==> src/rtl/lc4_divider_seq.sv <==
// rtl/lc4_divider_seq.sv - multi-cycle unsigned restoring divider for the LC4 ALU (DIV/MOD)
module lc4_divider_seq #(
    parameter int W = 16
) (
    input  logic         clk,
    input  logic         rst_n,
    input  logic         in_valid,
    output logic         in_ready,
    input  logic [W-1:0] dividend,
    input  logic [W-1:0] divisor,
    output logic         out_valid,
    input  logic         out_ready,
    output logic [W-1:0] quotient,
    output logic [W-1:0] remainder,
    output logic         busy
);
    localparam int CW = (W > 1) ? $clog2(W) : 1;

    typedef enum logic [1:0] {IDLE, RUN, DONE} state_t;

    state_t        state, state_nx;
    logic [W-1:0]  rem_q;
    logic [W-1:0]  quo_q;
    logic [W-1:0]  div_q;
    logic [CW-1:0] count;

    logic [W:0]    trial;
    logic [W-1:0]  diff;
    logic          take;

    // The trial value needs W+1 bits, but after a restoring step the partial
    // remainder is always below the divisor, so W stored bits suffice.
    always_comb begin
        trial = {rem_q, quo_q[W-1]};
        take  = (trial >= {1'b0, div_q});
        diff  = trial[W-1:0] - div_q;
    end

    always_ff @(posedge clk or negedge rst_n) begin
        if (!rst_n) begin
            state <= IDLE;
        end else begin
            state <= state_nx;
        end
    end

    always_comb begin
        state_nx  = state;
        in_ready  = 1'b0;
        out_valid = 1'b0;
        case (state)
            IDLE: begin
                in_ready = 1'b1;
                if (in_valid) begin
                    state_nx = (divisor == '0) ? DONE : RUN;
                end
            end
            RUN: begin
                if (count == CW'(W - 1)) begin
                    state_nx = DONE;
                end
            end
            DONE: begin
                out_valid = 1'b1;
                if (out_ready) begin
                    state_nx = IDLE;
                end
            end
            default: state_nx = IDLE;
        endcase
    end

    always_ff @(posedge clk or negedge rst_n) begin
        if (!rst_n) begin
            rem_q <= '0;
            quo_q <= '0;
            div_q <= '0;
            count <= '0;
        end else begin
            case (state)
                IDLE: begin
                    if (in_valid) begin
                        div_q <= divisor;
                        rem_q <= '0;
                        count <= '0;
                        // Divide-by-zero yields 0/0 without running the loop.
                        quo_q <= (divisor == '0) ? '0 : dividend;
                    end
                end
                RUN: begin
                    rem_q <= take ? diff : trial[W-1:0];
                    quo_q <= {quo_q[W-2:0], take};
                    count <= count + CW'(1);
                end
                default: ;
            endcase
        end
    end

    assign quotient  = quo_q;
    assign remainder = rem_q;
    assign busy      = ~in_ready;

endmodule
==> config.mk <==
export PLATFORM = sky130hd
export DESIGN_NAME = lc4_divider_seq
export DESIGN_NICKNAME = d
export VERILOG_FILES = /design/src/rtl/lc4_divider_seq.sv
export SDC_FILE = /design/constraint.sdc
export NUM_CORES = 1
export LEC_CHECK = 0
export CORE_UTILIZATION = 55
export DETAILED_ROUTE_END_ITERATION = 16
export PLACE_DENSITY = 0.94
export RECOVER_POWER = 50
export SYNTH_ARGS = -nofsm -noshare
export SYNTH_HDL_FRONTEND = slang
export SYNTH_SLANG_ARGS = --single-unit
export TNS_END_PERCENT = 30
==> constraint.sdc <==
create_clock -name clk -period 6.5 [get_ports clk]
set_input_delay 1.95 -clock clk [delete_from_list [all_inputs] [get_ports clk]]
set_output_delay 1.95 -clock clk [all_outputs]
set_load 0.005 [all_outputs]
==> metrics.yaml <==
outcome: "finished with violations"
violations: "max-capacitance violations, max-slew violations"
grt_use_total: 0.273
dp_cells: 465
wire_per_inst_um: 17.1
ys.warnings.count: 0
path_delay_family: "buffers and inverters"
p_leak_nw: 1.69
maxCapViolCount: 1
h-tree-depth: 2
total_power_mw: 2.50
fin_crit_sh: 0.662
clk_pin_slew_ns: 0.10
grt_max_degree: 55
antenna_cells: 0
fill_cells: 399
routed_wl_um: 8100
layout.nets: 454
end_kind: "asynchronous set/reset pin"
final_util: 0.728
chipWidth_um: 78.7
path_cells: "buf_2, clkbuf_1"
layout_setup_ws_ns: 2.19
peakVddDrop_uv: 291
place_area_sq_um: 3960
first_pass_iters: 4
drv_slew: 55
worst_pin_slew_ns: 2.90
antenna_found_initial: 0
design_area_sq_um: 4060
mappedNetlistArea_sq_um: 3240
ant_nets: 0
arrival_ns: 4.11
cts_buffers: 5
synth-edff-count: 0
avgSynthCellArea_sq_um: 9.64
drive_gt1_frac: 0.0873
fin_skew_ns: 0.00582
hpwl_um: 5850
clkLatencyLatePin_ns: 0.31
synth_nets: 390
cp_slowest_cell: "clkbuf_1"
area_growth_syn_to_layout_pct: 25.3
synthCells: 336
cts_tree: "built"
drtIter0Drc: 152
post_cts_resized: 0
port_buffers: 70
finalSetupViolCount: 0
synth-seq-cells: 54
vias_per_cell: 5.97
pin_count: 71
rsz0062_at_grt: "no"
cts_buffer_depth: 2
overflow: 0
crit_buf_inv: 2
start_util: 0.581
cp-start-kind: "input port"
max_freq_ghz: 0.232
finalHoldViolations: 0
ys_types: 55
cp.required_ns: 6.30
period_needed_ns: 4.31
synth_ff_type: "dfrtp_1"
grt_pass1_wl_um: 13300
vias: 2824
die_h_um: 78.7
core_sq_um: 5570
place_worst_setup_slack_ns: 2.02
gp_congestion: 0.858
grt_pass1_vias: 2741
clockRootBuffer: "clkbuf_8"
rows: 27
dieArea_sq_um: 6200
critPathMaxStageDelay_ns: 2.04
drc_errors: 0
hold_path_class: "reg -> reg"
critical_path_class: "in -> async"
cts_setup_buffers: 0
finalHoldWorstSlack_ns: 0.517
fin_tns_setup_ns: 0
synth.yosys.seq_area_share: 0.417
instances_no_fill: 473
cts_hold_buf: 0
power_density_nw_per_um2: 616
async_flop_share: 1.00
cts_sinks: 54
crit_fanout: 54
r2r_slack_ns: 3.71
relSlewSlack: -0.935
[power breakdown]
group          leakage, nW  switching (mW)  internal, mW
registers            0.632           0.149         0.514
clock network       0.0514           0.116        0.0880
logic                 1.00           0.844         0.789
total                 1.69            1.11          1.39
[final cells by class]
cell class                      count  area (sq um)  share of cell area
Sequential cell                    54          1350               0.333
Inverter                           23          86.3              0.0213
Clock inverter                      2          17.5             0.00432
Timing Repair Buffer               72           707               0.174
Tap cell                           72          90.1              0.0222
Multi-Input combinational cell    244          1720               0.425
Clock buffer                        6          82.6              0.0203
[cells by family after synthesis]
family | Yosys count | synth area share
AND/OR/NAND/NOR | 93 | 0.136
flip-flops | 54 | 0.417
XOR/XNOR | 14 | 0.0379
AO/OA/AOI/OAI | 96 | 0.209
buffers and inverters | 38 | 0.0502
adder cells (fa/ha/maj) | 18 | 0.0719
multiplexers | 23 | 0.0773
[cell usage in the layout, fill, tap and decap left out, types with 2 or more instances in the layout]
cell type / n
clkdlybuf4s50_1: 68
nor2b_1: 4
nand4_1: 3
clkbuf_8: 6
nor4_1: 6
nand2b_1: 6
a21oi_1: 20
inv_1: 22
nor3_1: 4
o21bai_1: 3
o22ai_1: 16
mux2_2: 16
o21ai_1: 4
dfrtp_1: 54
o21ai_0: 15
nand2_1: 24
xor2_1: 3
a21oi_2: 4
clkinv_4: 2
nand3_1: 14
a31oi_1: 3
and3_1: 2
xnor2_1: 11
mux2i_1: 7
o41ai_1: 2
o21a_1: 2
a32oi_1: 4
a21o_1: 2
ha_1: 17
o311ai_0: 7
nor2_1: 25
[worst paths after layout]
check | to | from | depth (start not counted)
setup / recovery | remainder[7] | rst_n | 2
hold / removal | div_q[3] | div_q[3] | 1
setup reg to reg | remainder[11] | remainder[9] | 8
hold reg to reg | div_q[3] | div_q[3] | 1
max in group clk | state[1] | divisor[0] | 6
min in group asynchronous | remainder[9] | rst_n | 2
[registers in the layout, summed over array words and instances (netlist names)]
signal,count
count,4
div_q,16
quotient,16
remainder,16
state,2
[cell usage after synthesis, types with 3 or more instances]
cell	instances	area share
clkbuf_1	10	0.012
nor2b_1	4	0.0077
xor2_1	3	0.0081
dfrtp_1	54	0.42
a21oi_2	4	0.011
ha_1	17	0.066
o21ai_0	9	0.014
o311ai_1	5	0.014
inv_1	22	0.026
a32oi_1	4	0.011
nand4_1	3	0.0058
nand2b_1	6	0.012
xnor2_1	11	0.030
o21ai_1	10	0.015
a21oi_1	20	0.031
a31oi_1	3	0.0058
o22ai_1	16	0.031
nor4_1	6	0.012
o21bai_1	3	0.0070
mux2i_1	7	0.022
mux2_2	16	0.056
nand2_1	24	0.028
nor2_1	25	0.029
nand3_1	14	0.022
nor3_1	4	0.0062
[metal layers]
| layer | wire length, um | GRT usage | part of all wire | up-vias |
|---|---|---|---|---|
| met5 | 0 | 0 | 0 | - |
| met4 | 97 | 0.0685 | 0.012 | 0 |
| met3 | 450 | 0.0632 | 0.056 | 10 |
| met2 | 4020 | 0.447 | 0.50 | 88 |
| met1 | 3530 | 0.366 | 0.44 | 1368 |
| li1 | - | - | - | 1358 |
Power figures use the tool's default switching activity.
